--- src/rtl/axi_rd_arbiter.sv ---
// axi_rd_arbiter: two-master (icache = m0, dcache = m1) to one-slave AXI4
// read arbiter. One burst in flight at a time. Round-robin on contention,
// registered AR channel towards the slave, combinational R routing back to
// the granted master.
//
// Handshake semantics: a transfer happens on a channel in exactly the cycle
// where its valid and ready are both high. A master holds arvalid with a
// stable payload until it sees arready. The slave holds s_arvalid with a
// stable payload until s_arready. R beats move only on s_rvalid & s_rready,
// so a master deasserting rready stalls the slave without losing a beat.
module axi_rd_arbiter #(
    parameter int ADDR_W = 32,
    parameter int DATA_W = 32
) (
    input  logic              clk,
    input  logic              rst,
    // master 0 (instruction cache)
    input  logic [ADDR_W-1:0] m0_araddr,
    input  logic [7:0]        m0_arlen,
    input  logic [2:0]        m0_arsize,
    input  logic              m0_arvalid,
    output logic              m0_arready,
    output logic [DATA_W-1:0] m0_rdata,
    output logic [1:0]        m0_rresp,
    output logic              m0_rlast,
    output logic              m0_rvalid,
    input  logic              m0_rready,
    // master 1 (data cache)
    input  logic [ADDR_W-1:0] m1_araddr,
    input  logic [7:0]        m1_arlen,
    input  logic [2:0]        m1_arsize,
    input  logic              m1_arvalid,
    output logic              m1_arready,
    output logic [DATA_W-1:0] m1_rdata,
    output logic [1:0]        m1_rresp,
    output logic              m1_rlast,
    output logic              m1_rvalid,
    input  logic              m1_rready,
    // slave AR channel
    output logic [3:0]        s_arid,
    output logic [ADDR_W-1:0] s_araddr,
    output logic [7:0]        s_arlen,
    output logic [2:0]        s_arsize,
    output logic [1:0]        s_arburst,
    output logic [1:0]        s_arlock,
    output logic [3:0]        s_arcache,
    output logic [2:0]        s_arprot,
    output logic              s_arvalid,
    input  logic              s_arready,
    // slave R channel
    input  logic [3:0]        s_rid,
    input  logic [DATA_W-1:0] s_rdata,
    input  logic [1:0]        s_rresp,
    input  logic              s_rlast,
    input  logic              s_rvalid,
    output logic              s_rready,
    // FSM state for observation: 0 IDLE, 1 ADDR, 2 DATA
    output logic [1:0]        dbg_state
);

    typedef enum logic [1:0] {
        ST_IDLE = 2'd0,
        ST_ADDR = 2'd1,
        ST_DATA = 2'd2
    } state_e;

    state_e            state_q, state_d;
    logic              grant_q, grant_d;
    logic              last_grant_q, last_grant_d;
    logic [ADDR_W-1:0] addr_q, addr_d;
    logic [7:0]        len_q, len_d;
    logic [2:0]        size_q, size_d;

    logic req_any;
    logic sel;
    logic r_xfer;

    // Routing uses the registered grant, so the returned ID is not needed.
    logic s_rid_unused;
    assign s_rid_unused = ^s_rid;

    // Only one master requesting wins outright; on contention the master
    // that did not win last time goes first.
    assign req_any = m0_arvalid | m1_arvalid;
    assign sel     = (m0_arvalid & m1_arvalid) ? ~last_grant_q : m1_arvalid;
    assign r_xfer  = s_rvalid & s_rready;

    // State register and latched request payload.
    always_ff @(posedge clk) begin
        if (rst) begin
            state_q      <= ST_IDLE;
            grant_q      <= 1'b0;
            last_grant_q <= 1'b1;
            addr_q       <= '0;
            len_q        <= '0;
            size_q       <= '0;
        end else begin
            state_q      <= state_d;
            grant_q      <= grant_d;
            last_grant_q <= last_grant_d;
            addr_q       <= addr_d;
            len_q        <= len_d;
            size_q       <= size_d;
        end
    end

    // Next-state and payload capture.
    always_comb begin
        state_d      = state_q;
        grant_d      = grant_q;
        last_grant_d = last_grant_q;
        addr_d       = addr_q;
        len_d        = len_q;
        size_d       = size_q;
        case (state_q)
            ST_IDLE: begin
                if (req_any) begin
                    state_d      = ST_ADDR;
                    grant_d      = sel;
                    last_grant_d = sel;
                    addr_d       = sel ? m1_araddr : m0_araddr;
                    len_d        = sel ? m1_arlen  : m0_arlen;
                    size_d       = sel ? m1_arsize : m0_arsize;
                end
            end
            ST_ADDR: begin
                if (s_arready) begin
                    state_d = ST_DATA;
                end
            end
            ST_DATA: begin
                if (r_xfer && s_rlast) begin
                    state_d = ST_IDLE;
                end
            end
            default: begin
                state_d = ST_IDLE;
            end
        endcase
    end

    // Per-state handshake outputs; payload fields are always routed.
    always_comb begin
        m0_arready = 1'b0;
        m1_arready = 1'b0;
        s_arvalid  = 1'b0;
        s_rready   = 1'b0;
        m0_rvalid  = 1'b0;
        m1_rvalid  = 1'b0;
        case (state_q)
            ST_IDLE: begin
                m0_arready = req_any & ~sel;
                m1_arready = req_any & sel;
            end
            ST_ADDR: begin
                s_arvalid = 1'b1;
            end
            ST_DATA: begin
                s_rready  = grant_q ? m1_rready : m0_rready;
                m0_rvalid = s_rvalid & ~grant_q;
                m1_rvalid = s_rvalid & grant_q;
            end
            default: begin
            end
        endcase
    end

    assign m0_rdata  = s_rdata;
    assign m0_rresp  = s_rresp;
    assign m0_rlast  = s_rlast;
    assign m1_rdata  = s_rdata;
    assign m1_rresp  = s_rresp;
    assign m1_rlast  = s_rlast;

    assign s_arid    = {3'b000, grant_q};
    assign s_araddr  = addr_q;
    assign s_arlen   = len_q;
    assign s_arsize  = size_q;
    assign s_arburst = 2'b01;
    assign s_arlock  = 2'b00;
    assign s_arcache = 4'b0000;
    assign s_arprot  = 3'b000;

    assign dbg_state = state_q;

endmodule

--- config.mk ---
export PLATFORM = sky130hd
export DESIGN_NAME = axi_rd_arbiter
export DESIGN_NICKNAME = d
export VERILOG_FILES = /design/src/rtl/axi_rd_arbiter.sv
export SDC_FILE = /design/constraint.sdc
export NUM_CORES = 1
export LEC_CHECK = 0
export BUFFER_PORTS_ARGS = -buffer_cell sky130_fd_sc_hd__buf_2
export CORE_AREA = 2 2 104 106
export DETAILED_ROUTE_END_ITERATION = 8
export DIE_AREA = 0 0 106 108
export PLACE_DENSITY = 0.75
export SYNTH_ARGS = -nofsm -noshare
export SYNTH_HDL_FRONTEND = slang
export SYNTH_SLANG_ARGS = --single-unit
--- constraint.sdc ---
create_clock -name clk -period 1.46 [get_ports clk]
set_input_delay 0.292 -clock clk [delete_from_list [all_inputs] [get_ports clk]]
set_output_delay 0.292 -clock clk [all_outputs]
set_load 0.02 [all_outputs]
==> Word-level counts from Yosys, hierarchy flattened <==
Index checks and enable logic that the tools add are counted.
{ "classes": {"eq_ne": 5, "n_mux": 15, "bitwise_logic": 10, "n_reduce_logical": 4} }
{ "ops": {"columns": ["operator", "n"], "rows": [
  ["$mux W32", 1],
  ["$mux W1", 8],
  ["$mux W8", 1],
  ["$and A1 B1 Y1", 6],
  ["$mux W2", 3],
  ["$ne A2 B2 Y1 const B", 3],
  ["$pmux W2 S3", 1],
  ["$mux W3", 1],
  ["$not A1 Y1", 3],
  ["$reduce_and A3 Y1", 1],
  ["$eq A2 B1 Y1 const B", 1],
  ["$eq A2 B2 Y1 const B", 1],
  ["$logic_not A2 Y1", 1],
  ["$reduce_and A2 Y1", 1],
  ["$logic_and A1 B1 Y1", 1],
  ["$or A1 B1 Y1", 1]
]} }
{ "totals": {"ff_bits": 47, "output_inout_bits": 136} }

==> Logic depth before layout (Yosys ltp) <==
Gate-level depths: netlist (run 1).
{ "logic_depth": {"depth_word": 6, "ltp_mapped": 5} }

==> Least setup slack after synthesis (run 1) <==
OpenSTA, ideal clock, no wires.
{ "synth_path": {"path_type": "register -> output", "from": "register state_q[1], in the netlist dbg_state[1]", "to": "output port m0_arready", "t_arrival_ns": 1.080, "t_required_ns": 1.168, "slack_ns": 0.088, "stages_incl_launch_ff": 5, "n_path_buf": 1, "path_cell_list": "dfxtp_1 nor2_2 buf_4 nand2_1 nor2_1"} }
{ "synth_via": {"elab_chain_cells": 2} }
{ "synth_lines": {"columns": ["item", "line_no", "text"], "rows": [
  ["start, declared", "67", "state_e state_q, state_d;"],
  ["start signal, assigned", "98", "state_q <= state_d;"],
  ["$logic_not A2 Y1", "150", "case (state_q)"],
  ["$mux W1", "150", null],
  ["end, declared", "22", "output logic m0_arready,"]
]} }
Every way passes these cells.

==> Worst setup path in the final report (run 1) <==
{ "layout_path": {"from": "register state_q[1], in the netlist dbg_state[1]", "to": "output port s_rready"} }
{ "layout_via": {"elab_chain_cells": 2} }
{ "layout_lines": {"columns": ["item", "line_no", "text"], "rows": [
  ["$eq A2 B2 Y1", "150", null],
  ["$mux W1", "150", null],
  ["end, declared", "56", "output logic s_rready,"]
]} }
Every way passes these cells.

==> results of run 1 <==
[timing repair]
| item | in CTS | in global routing |
|---|---|---|
| pin swaps | 3 | 4 |
| hold buffers | 0 | 0 |
| buffers inserted | 2 | 3 |
| gates resized for setup | 11 | 12 |
| setup endpoints to repair | 6 | 6 |
[critical path, delay by kind of cell (launching register included)]
| family | cells | cell delay (ps) |
|---|---|---|
| buffers and inverters | 1 | 180 |
| flip-flops | 1 | 380 |
| AND/OR/NAND/NOR | 2 | 370 |
[sequential cells by signal (all words and copies together) (netlist names)]
name,count
dbg_state,2
last_grant_q,1
s_araddr,32
s_arlen,8
s_arsize,3
grant_q,1
[kinds of logic after synthesis]
group,count (synthesis)
buf+inv,117
simple gates,104
compound gates,94
flops,47
other cells,2
mux,1
[layer usage]
| metal | routed length, µm | GRT usage, % |
|---|---|---|
| met4 | 207 | 5.73 |
| met2 | 4280 | 25.4 |
| met1 | 3400 | 15.4 |
| met5 | 0 | 0 |
| met3 | 867 | 4.76 |
[layout by cell type (no fill, tap or decap), types with 5 or more instances in the layout]
cell	count
nand2_1	46
a31oi_1	22
buf_4	16
o21ai_0	24
a311oi_1	20
dfxtp_1	43
conb_1	14
buf_2	142
nand3_1	22
a21oi_1	24
buf_12	6
nand4_1	22
clkbuf_8	5
[area by class of cell]
| type | count | area [µm²] | area share (%) |
|---|---|---|---|
| clock buffer | 5 | 68.8 | 2.03 |
| clock inverter | 3 | 20.0 | 0.592 |
| inverter | 1 | 3.75 | 0.111 |
| multi-input combinational | 213 | 1190 | 35.2 |
| tap | 136 | 170 | 5.03 |
| sequential | 47 | 956 | 28.3 |
| timing repair buffer | 166 | 973 | 28.8 |
[worst max-delay path by stage]
| stage | start | endpoint | slack, ps |
|---|---|---|---|
| after detailed placement | m1_arvalid | s_araddr[7] | 80 |
| after global placement | m0_arvalid | s_araddr[4] | 150 |
| after CTS | dbg_state[0] | m0_arready | -10 |
| after global routing | dbg_state[1] | s_rready | -110 |
| final | dbg_state[1] | s_rready | -60 |
| after floorplan | dbg_state[1] | m0_arready | 90 |
[where the power goes]
group          internal, W  total, W  switching [W]
Clock             0.000334  0.000806       0.000471
Combinational     0.000469   0.00120       0.000731
Sequential         0.00143   0.00151      0.0000852
[stage by stage]
step           total power, W  instances  utilization, %  instance area (µm²)  hold slack (ps)
5_1_grt               0.00374        571            33.1                 3380              224
3_3_place_gp          0.00266        558            31.3                 3200              481
2_1_floorplan         0.00253        377               -                 2910              428
4_1_cts               0.00353        568            32.5                 3330              212
3_5_place_dp          0.00269        558            31.3                 3200              488
6_report              0.00352        571            33.1                 3380              242
==> impl_results.md, run 1 <==
* R2R Setup Slk at 140 ps
* Reg2Reg Depth at 5
* CTS buffer count at 5
* PortBufs at roughly 150
* Share of layout cells above drive strength 1 at 43.2%
* Number of synthesized register bits at 47
* Fin. Hold Viols at 0
* Complex-gate fraction of the synthesized area at around a fifth
* Outcome: complete, but fails checks
* Slowest stage cell, crit path: dfxtp_4
* Min-Delay Path Class: primary input to flop
* RR Endpoint: s_arlen[7]
* First-pass GRT wire length at ~13000 µm
* Fin Clk Skew at between 3 and 4 ps
* Largest net degree at the start of global routing at 52
* Starting Density at 28.0%
* Worst reg2reg path startpoint: dbg_state[1]
* WL per Instance at roughly 15 µm
* Final setup TNS at -55.1 ps
* Fin crit share at 104%
* Grt ovf at 0
* Critical path arrival at ~1200 ps
* Max Freq at 0.660 GHz
* Post-synth cell types at 26
* Initial antenna violation count at 0
* DRT Pass-1 Iters at 4
* Worst setup margin at -55.1 ps
* Sequential cell area fraction in the yosys report at around a third
* Pre-CTS setup slack at just under 80 ps
* Die ar. at 11400 µm²
* Adder-cell share of the synthesized area at 0%
* Final Setup Violations at 1
* Core area at 10200 µm²
* Minimum clock period at 1520 ps
* Xor/xnor share of the synthesized area at 0%
* Cell Chain, Critical Path: nor2b_4 -> nor2b_1 -> buf_4
* Fillers at approximately 1100
* Synthesized instance count at 365
* # IOs at ~270
* Hold path startpoint: m1_araddr[19]
* Post-synth EDFFs at 0
* CTS root buffer: clkbuf_8
* Synthesized area at approximately 2900 µm²
* Mux share of post-synthesis cell area at less than 1%
* Clock buffer depth at 2
* Total track usage at ~14%
* Final WL at just under 9000 µm
* Antenna diode count at 0
* Post-synthesis simple-gate area fraction at roughly 17%
* PD cells at about 1000 nW/µm²
* # Max-Cap Violations at 0
* # rows at 37
* CTS tree: built
* Clock latency at the later pin of the worst-skew pair at around 300 ps
* Final net count at approximately 570
* Cell type with the largest total area after synthesis: dfxtp_1
* Syn-to-layout area delta at 18.3%
* Peak supply drop at 0.000370 V
* Routed vias/inst at approximately 5.0
* Post-synth top flop: dfxtp_1
* Synth top area share at around a third
* Vias in the first global route at 2603
* Residual DRC at 0
* Placer congestion estimate at between 0.6 and 0.7
* Final HPWL from detailed placement at approximately 6400 µm
* Synth area leaders: dfxtp_1 33%, buf_4 23%, nand2_1 6.2%
* WS Path Type: flop to output pin
* Main combinational cell family by area after synthesis: buffers and inverters
* Routed Antenna Nets at 0
* Initial drt markers at ~240
* Most frequent cell after synthesis: buf_4
* Yosys warns at 0
* Pins over their slew limit at 0
* Crit path launch type: flop
* Hold endpoint: s_araddr[19]
* Leakage power at ~1.5 nW
* Clock sink total at between 40 and 50
* Required @ worst endpoint at approximately 1200 ps
* CP Capture Type: output pin
* H-tree depth at 2
* Ys async rst share at 0%
* Max stage delay on crit path at 380 ps
* Die W at between 100 and 150 µm
* Clock Pin Slew Worst Setup and Hold Paths at 90 ps
* Violated checks: negative setup slack
* Die Span Y at 108 µm
* Routed vias at roughly 2900
* Cell depth of the worst min-delay path at 3
* Top post-synthesis cells by count: 86 x buf_4, 47 x dfxtp_1, 47 x nand2_1
* RSZ-0062 raised after global routing: yes
* CP Max Fanout at 4
* Synthesized area per cell at approximately 8 µm²
No activity file was read; power rests on OpenSTA's default activity.
==> inputs of run 2 (changes only) <==
- HOLD_SLACK_MARGIN: default -> 0.02
- REMOVE_ABC_BUFFERS: default -> 1
==> run 2 against run 1 <==
The run now ends clean. Largest cell class unchanged. Non-clock buffer count down 1. Worst hold slack got worse by 5.9 ps. Final cell count down 0.18%. Clock power down 3.2%. Critical path depth stayed put. Wire length up 45%. Die area is the same. Highest routed layer is now met5. Cell area fell by 0.81%.
==> impl_results.md, run 2 (synthesized netlist as in run 1, its figures left out) <==
* CTS tree: built
* Critical path arrival at 1140 ps (-80 ps)
* Die ar. at 11400 µm² (unchanged)
* Max reg flops at 32 (unchanged)
* Slowest stage cell, crit path: dfxtp_4
* Max stage delay on crit path at 380 ps (about the same)
* Die Span Y at 108 µm (unchanged)
* Largest net degree at the start of global routing at 45 (-13%)
* Fillers at 1086 (-1.0%)
* Clk pwr share at 22.5% (-0.4 points)
* # IOs at 269 (unchanged)
* Starting Density at 28.0% (unchanged)
* Outcome: completed
* Worst setup margin at 29.4 ps (+84.5 ps)
* Residual DRC at 0 (unchanged)
* Sw Share at 36.0% (-0.59 points)
* Share of layout cells above drive strength 1 at 43.1% (-0.13 points)
* DRT Pass-1 Iters at 4 (unchanged)
* Cell Chain, Critical Path: nor2b_4 -> and3_1 -> buf_6
* Placer congestion estimate at 0.860 (+30%)
* Total track usage at 21.3% (+7.1 points)
* WS Path Type: flop to output pin
* CP Capture Type: output pin
* Grt ovf at 0 (unchanged)
* Fin crit share at 98.0% (-5.8 points)
* Clock latency at the later pin of the worst-skew pair at 290 ps (about the same)
* Post-cts hold buffer count at 0 (unchanged)
* Pint at 0.00222 W (-0.53%)
* Logic pwr share at 34.1% (about the same)
* Pins over their slew limit at 0 (unchanged)
* Crit path launch type: flop
* Clock buffer depth at 2 (unchanged)
* Initial drt markers at 222 (-7.9%)
* Fin. Hold Viols at 0 (unchanged)
* Antenna diode count at 0 (unchanged)
* Leakage power at 1.55 nW (-0.17%)
* H-tree depth at 2 (unchanged)
* Die W at 106 µm (unchanged)
* Peak supply drop at 0.000333 V (-10%)
* RSZ-0062 raised after global routing: yes
* Minimum clock period at 1430 ps (-84.5 ps)
* Pre-CTS setup slack at 74.2 ps (-5.33 ps)
* # rows at 37 (unchanged)
* # Max-Cap Violations at 0 (unchanged)
* Final HPWL from detailed placement at 10400 µm (+62%)
* CTS buffer count at 5 (unchanged)
* Pwr Total at 0.00347 W (-1.4%)
* Required @ worst endpoint at 1170 ps (about the same)
* Post-Place Cells at 559 (+0.18%)
* PortBufs at 148 (unchanged)
* Commonest non-fill, non-tap cell in the layout: buf_2
* Min-Delay Path Class: primary input to flop
* Max Freq at 0.699 GHz (+5.9%)
* WL per Instance at 22.3 µm (+45%)
* Routed vias/inst at 5.09 (+1.9%)
* Psw at 0.00125 W (-3.0%)
* Placed inst area at 3190 µm² (-0.16%)
* First-pass GRT wire length at 17600 µm (+36%)
* Final Setup Violations at 0 (-1)
* Routed vias at 2902 (+1.7%)
* Final Instance Area at 3360 µm² (-0.81%)
* Clock sink total at 47 (unchanged)
* Routed Antenna Nets at 0 (unchanged)
* Core area at 10200 µm² (unchanged)
* Most frequent cells in the layout: 143 x buf_2, 45 x nand2_1, 43 x dfxtp_1
* PD cells at 1030 nW/µm² (-0.63%)
* Fin Clk Skew at 5.39 ps (+2.04 ps)
* Non-Filler Instances at 570 (-0.18%)
* Vias in the first global route at 2737 (+5.1%)
* Final net count at 566 (-0.18%)
* Syn-to-layout area delta at 17.3%
* Post-Route Utilization at 32.8% (-0.27 points)
* CP Max Fanout at 5 (+1)
* Initial antenna violation count at 0 (unchanged)
* Clock Pin Slew Worst Setup and Hold Paths at 90 ps (about the same)
* Seq pwr share at 43.5% (+0.5 points)
* Final WL at 12700 µm (+45%)
* CTS root buffer: clkbuf_8
[run 2: metrics by stage]
stage | hold WS [ps] | setup TNS (ps)
final | 236 | 0
after global routing | 236 | -203
after CTS | 221 | 0
after detailed placement | 492 | 0
after global placement | 485 | 0
after floorplan | 360 | -33980
[run 2: routing by layer]
metal	vias to the layer above	wire [µm]	GRT usage [%]
li1	1330	-	-
met1	1336	4190	20.0
met2	218	5790	33.6
met3	16	2090	16.4
met4	2	588	10.2
met5	-	51	5.36
[run 2: cell type report]
cell class	count	area, µm²	share of cell area (%)
Tap cell	136	170	5.07
Clock buffer	5	68.8	2.05
Inverter	1	3.75	0.112
Sequential cell	47	953	28.4
Clock inverter	3	15.0	0.447
Timing Repair Buffer	165	958	28.6
Multi-Input combinational cell	213	1190	35.3
[run 2: critical path: cells and delay by family (launching register included)]
kind | cells | cell delay, ps
and+or+nand+nor | 2 | 340
buffers and inverters | 1 | 120
DFF | 1 | 380
[run 2: power by group through the flow]
stage	clock network, W	registers [W]	logic [W]
5_1_grt	0.000882	0.00153	0.00128
2_1_floorplan	0	0.00170	0.000436
4_1_cts	0.000834	0.00151	0.00117
6_report	0.000780	0.00151	0.00118
3_3_place_gp	0	0.00153	0.00113
3_5_place_dp	0	0.00153	0.00115
[run 2: final timing paths]
path         cells after the start          from           end  slack (ps)
max                              3  dbg_state[1]     m1_rvalid          30
min                              3     s_arready  dbg_state[1]         240
max reg2reg                      5  last_grant_q   s_araddr[2]         130
min reg2reg                      2    s_arlen[4]    s_arlen[4]         500
[run 2: repair_timing]
item | in CTS | in global routing
endpoints found under the setup margin | 6 | 6
buffers inserted | 3 | 0
resized for setup | 7 | 15
pin swaps | 2 | 2
gates cloned | 0 | 0
==> inputs of run 3 (changes only) <==
- CTS_BUF_LIST: default -> sky130_fd_sc_hd__clkbuf_16
==> run 3 against run 2 <==
Register-to-register slack better by 40 ps. Via count is 0.14% higher. Final cell count is 0.18% higher. Fmax is 2.3% higher. Wire length is 0.23% lower. Count of clock-buffer cells in the layout stayed put. Utilization is 0.35 points higher. Combinational power hardly changed. Clock skew is 2.4 ps lower. Critical path type unchanged. Critical endpoint is now s_arvalid. Largest cell class unchanged.
==> impl_results.md, run 3 (synthesized netlist as in run 1, its figures left out) <==
* Top layer in use: met5
* Final Setup Violations at 0 (unchanged)
* Worst reg2reg path startpoint: last_grant_q
* Leakage power at 1.57 nW (+1.9%)
* Max Freq at 0.715 GHz (+2.3%)
* WL per Instance at 22.2 µm (-0.40%)
* Fin Clk Skew at 3.01 ps (-2.38 ps)
* CP Capture Type: output pin
* Commonest non-fill, non-tap cell in the layout: buf_2
* Wire length on met1 at 4210 µm (+0.43%)
* Total track usage at 21.2% (-0.051 points)
* H-tree depth at 2 (unchanged)
* Grt ovf at 0 (unchanged)
* Clock latency at the later pin of the worst-skew pair at 280 ps (about the same)
* WL met3 at 2120 µm (+1.8%)
* Final net count at 567 (+0.18%)
* Antenna diode count at 0 (unchanged)
* Residual DRC at 0 (unchanged)
* Die Span Y at 108 µm (unchanged)
* Routed vias at 2906 (+0.14%)
* # rows at 37 (unchanged)
* Starting Density at 28.0% (unchanged)
* DRT Pass-1 Iters at 4 (unchanged)
* CTS tree: built
* Syn-to-layout area delta at 18.6%
* Clock buffer depth at 2 (unchanged)
* Clock Pin Slew Worst Setup and Hold Paths at 60 ps (-30 ps)
* Core area at 10200 µm² (unchanged)
* Routed Antenna Nets at 0 (unchanged)
* Vias in the first global route at 2723 (-0.51%)
* Final WL at 12700 µm (-0.23%)
* Most frequent cells in the layout: 144 x buf_2, 47 x nand2_1, 43 x dfxtp_1
* Fin. Hold Viols at 0 (unchanged)
* First-pass GRT wire length at 17600 µm (-0.27%)
* Initial drt markers at 211 (-5.0%)
* WS Path Type: flop to output pin
* # IOs at 269 (unchanged)
* Die W at 106 µm (unchanged)
* Max reg flops at 32 (unchanged)
* Min-Delay Path Class: primary input to flop
* Die ar. at 11400 µm² (unchanged)
* Pins over their slew limit at 0 (unchanged)
* Hold path startpoint: s_arready
* Minimum clock period at 1400 ps (-32.0 ps)
* Clock sink total at 47 (unchanged)
* Fin Hold WS at 251 ps (+14.9 ps)
* Crit path launch type: flop
* Fin crit share at 95.8% (-2.2 points)
* Detail Route met2 WL at 5680 µm (-1.9%)
* Required @ worst endpoint at 1170 ps (about the same)
* Initial antenna violation count at 0 (unchanged)
* PD cells at 1120 nW/µm² (+8.5%)
* Peak supply drop at 0.000443 V (+33%)
* RSZ-0062 raised after global routing: yes
* CP Max Fanout at 4 (-1)
* # Max-Cap Violations at 0 (unchanged)
* CTS buffer count at 5 (unchanged)
* Share of layout cells above drive strength 1 at 42.5% (-0.56 points)
* CTS root buffer: clkbuf_16
* Post-cts hold buffer count at 0 (unchanged)
* Final HPWL from detailed placement at 10400 µm (unchanged)
* PortBufs at 148 (unchanged)
* Crit path launch: dbg_state[1]
* Outcome: completed
* Final setup TNS at 0 ps (unchanged)
* Placer congestion estimate at 0.860 (unchanged)
* Routed vias/inst at 5.09 (about the same)
* Largest net degree at the start of global routing at 45 (unchanged)
* Critical path arrival at 1110 ps (-30 ps)
## run 3: changes by cell type in the layout (fill, tap and decap cells not counted), sizes merged
cell  previous run  this run
buf            165       166
## run 3: path summary, 6_finish.rpt
kind | cells after the start | endpoint | slack, ps
worst min-delay path | 3 | dbg_state[1] | 250
worst max register to register | 5 | s_araddr[2] | 170
worst min register to register | 2 | s_arlen[4] | 500
worst max-delay path | 3 | s_arvalid | 60
## run 3: what timing repair did
| action | in CTS | in global routing |
|---|---|---|
| setup endpoints to repair | 5 | 6 |
| pin swaps | 2 | 1 |
| resized for setup | 3 | 9 |
| gates cloned | 0 | 0 |
| setup buffers | 3 | 1 |
## run 3: cell type report
cell class / instances / area [µm²]
timing repair buffer: 166 / 948
multi-input combinational: 213 / 1180
tap: 136 / 170
sequential: 47 / 948
clock buffer: 5 / 125
fill: 1084 / 6840
inverter: 1 / 3.75
clock inverter: 3 / 15.0
## run 3: stage by stage
step	util, %	power, W	setup WS (ps)	instances	cell area, µm²
6_report	33.2	0.00380	61.4	571	3390
5_1_grt	33.2	0.00401	-31.1	571	3390
4_1_cts	32.9	0.00384	-18.0	570	3360
3_5_place_dp	31.2	0.00268	74.2	559	3190
3_3_place_gp	31.2	0.00266	114	559	3190
2_1_floorplan	-	0.00214	-1110	261	2110
## run 3: metal layers
metal / global-route usage, % / vias up
met2: 33.3 / 232
met1: 20.1 / 1320
li1: - / 1336
met4: 10.2 / 2
met3: 16.4 / 16
met5: 5.36 / -
## run 3: critical path: stages (launching register included)
cell and delay (ps):
dfxtp_4 360, buf_4 140, nor2b_2 140, buf_2 190
## run 3: power by group
group          total (W)  switching, W  internal [W]
Clock            0.00112      0.000493      0.000626
Combinational    0.00118      0.000718      0.000457
Sequential       0.00151     0.0000791       0.00143
Total            0.00380       0.00129       0.00251
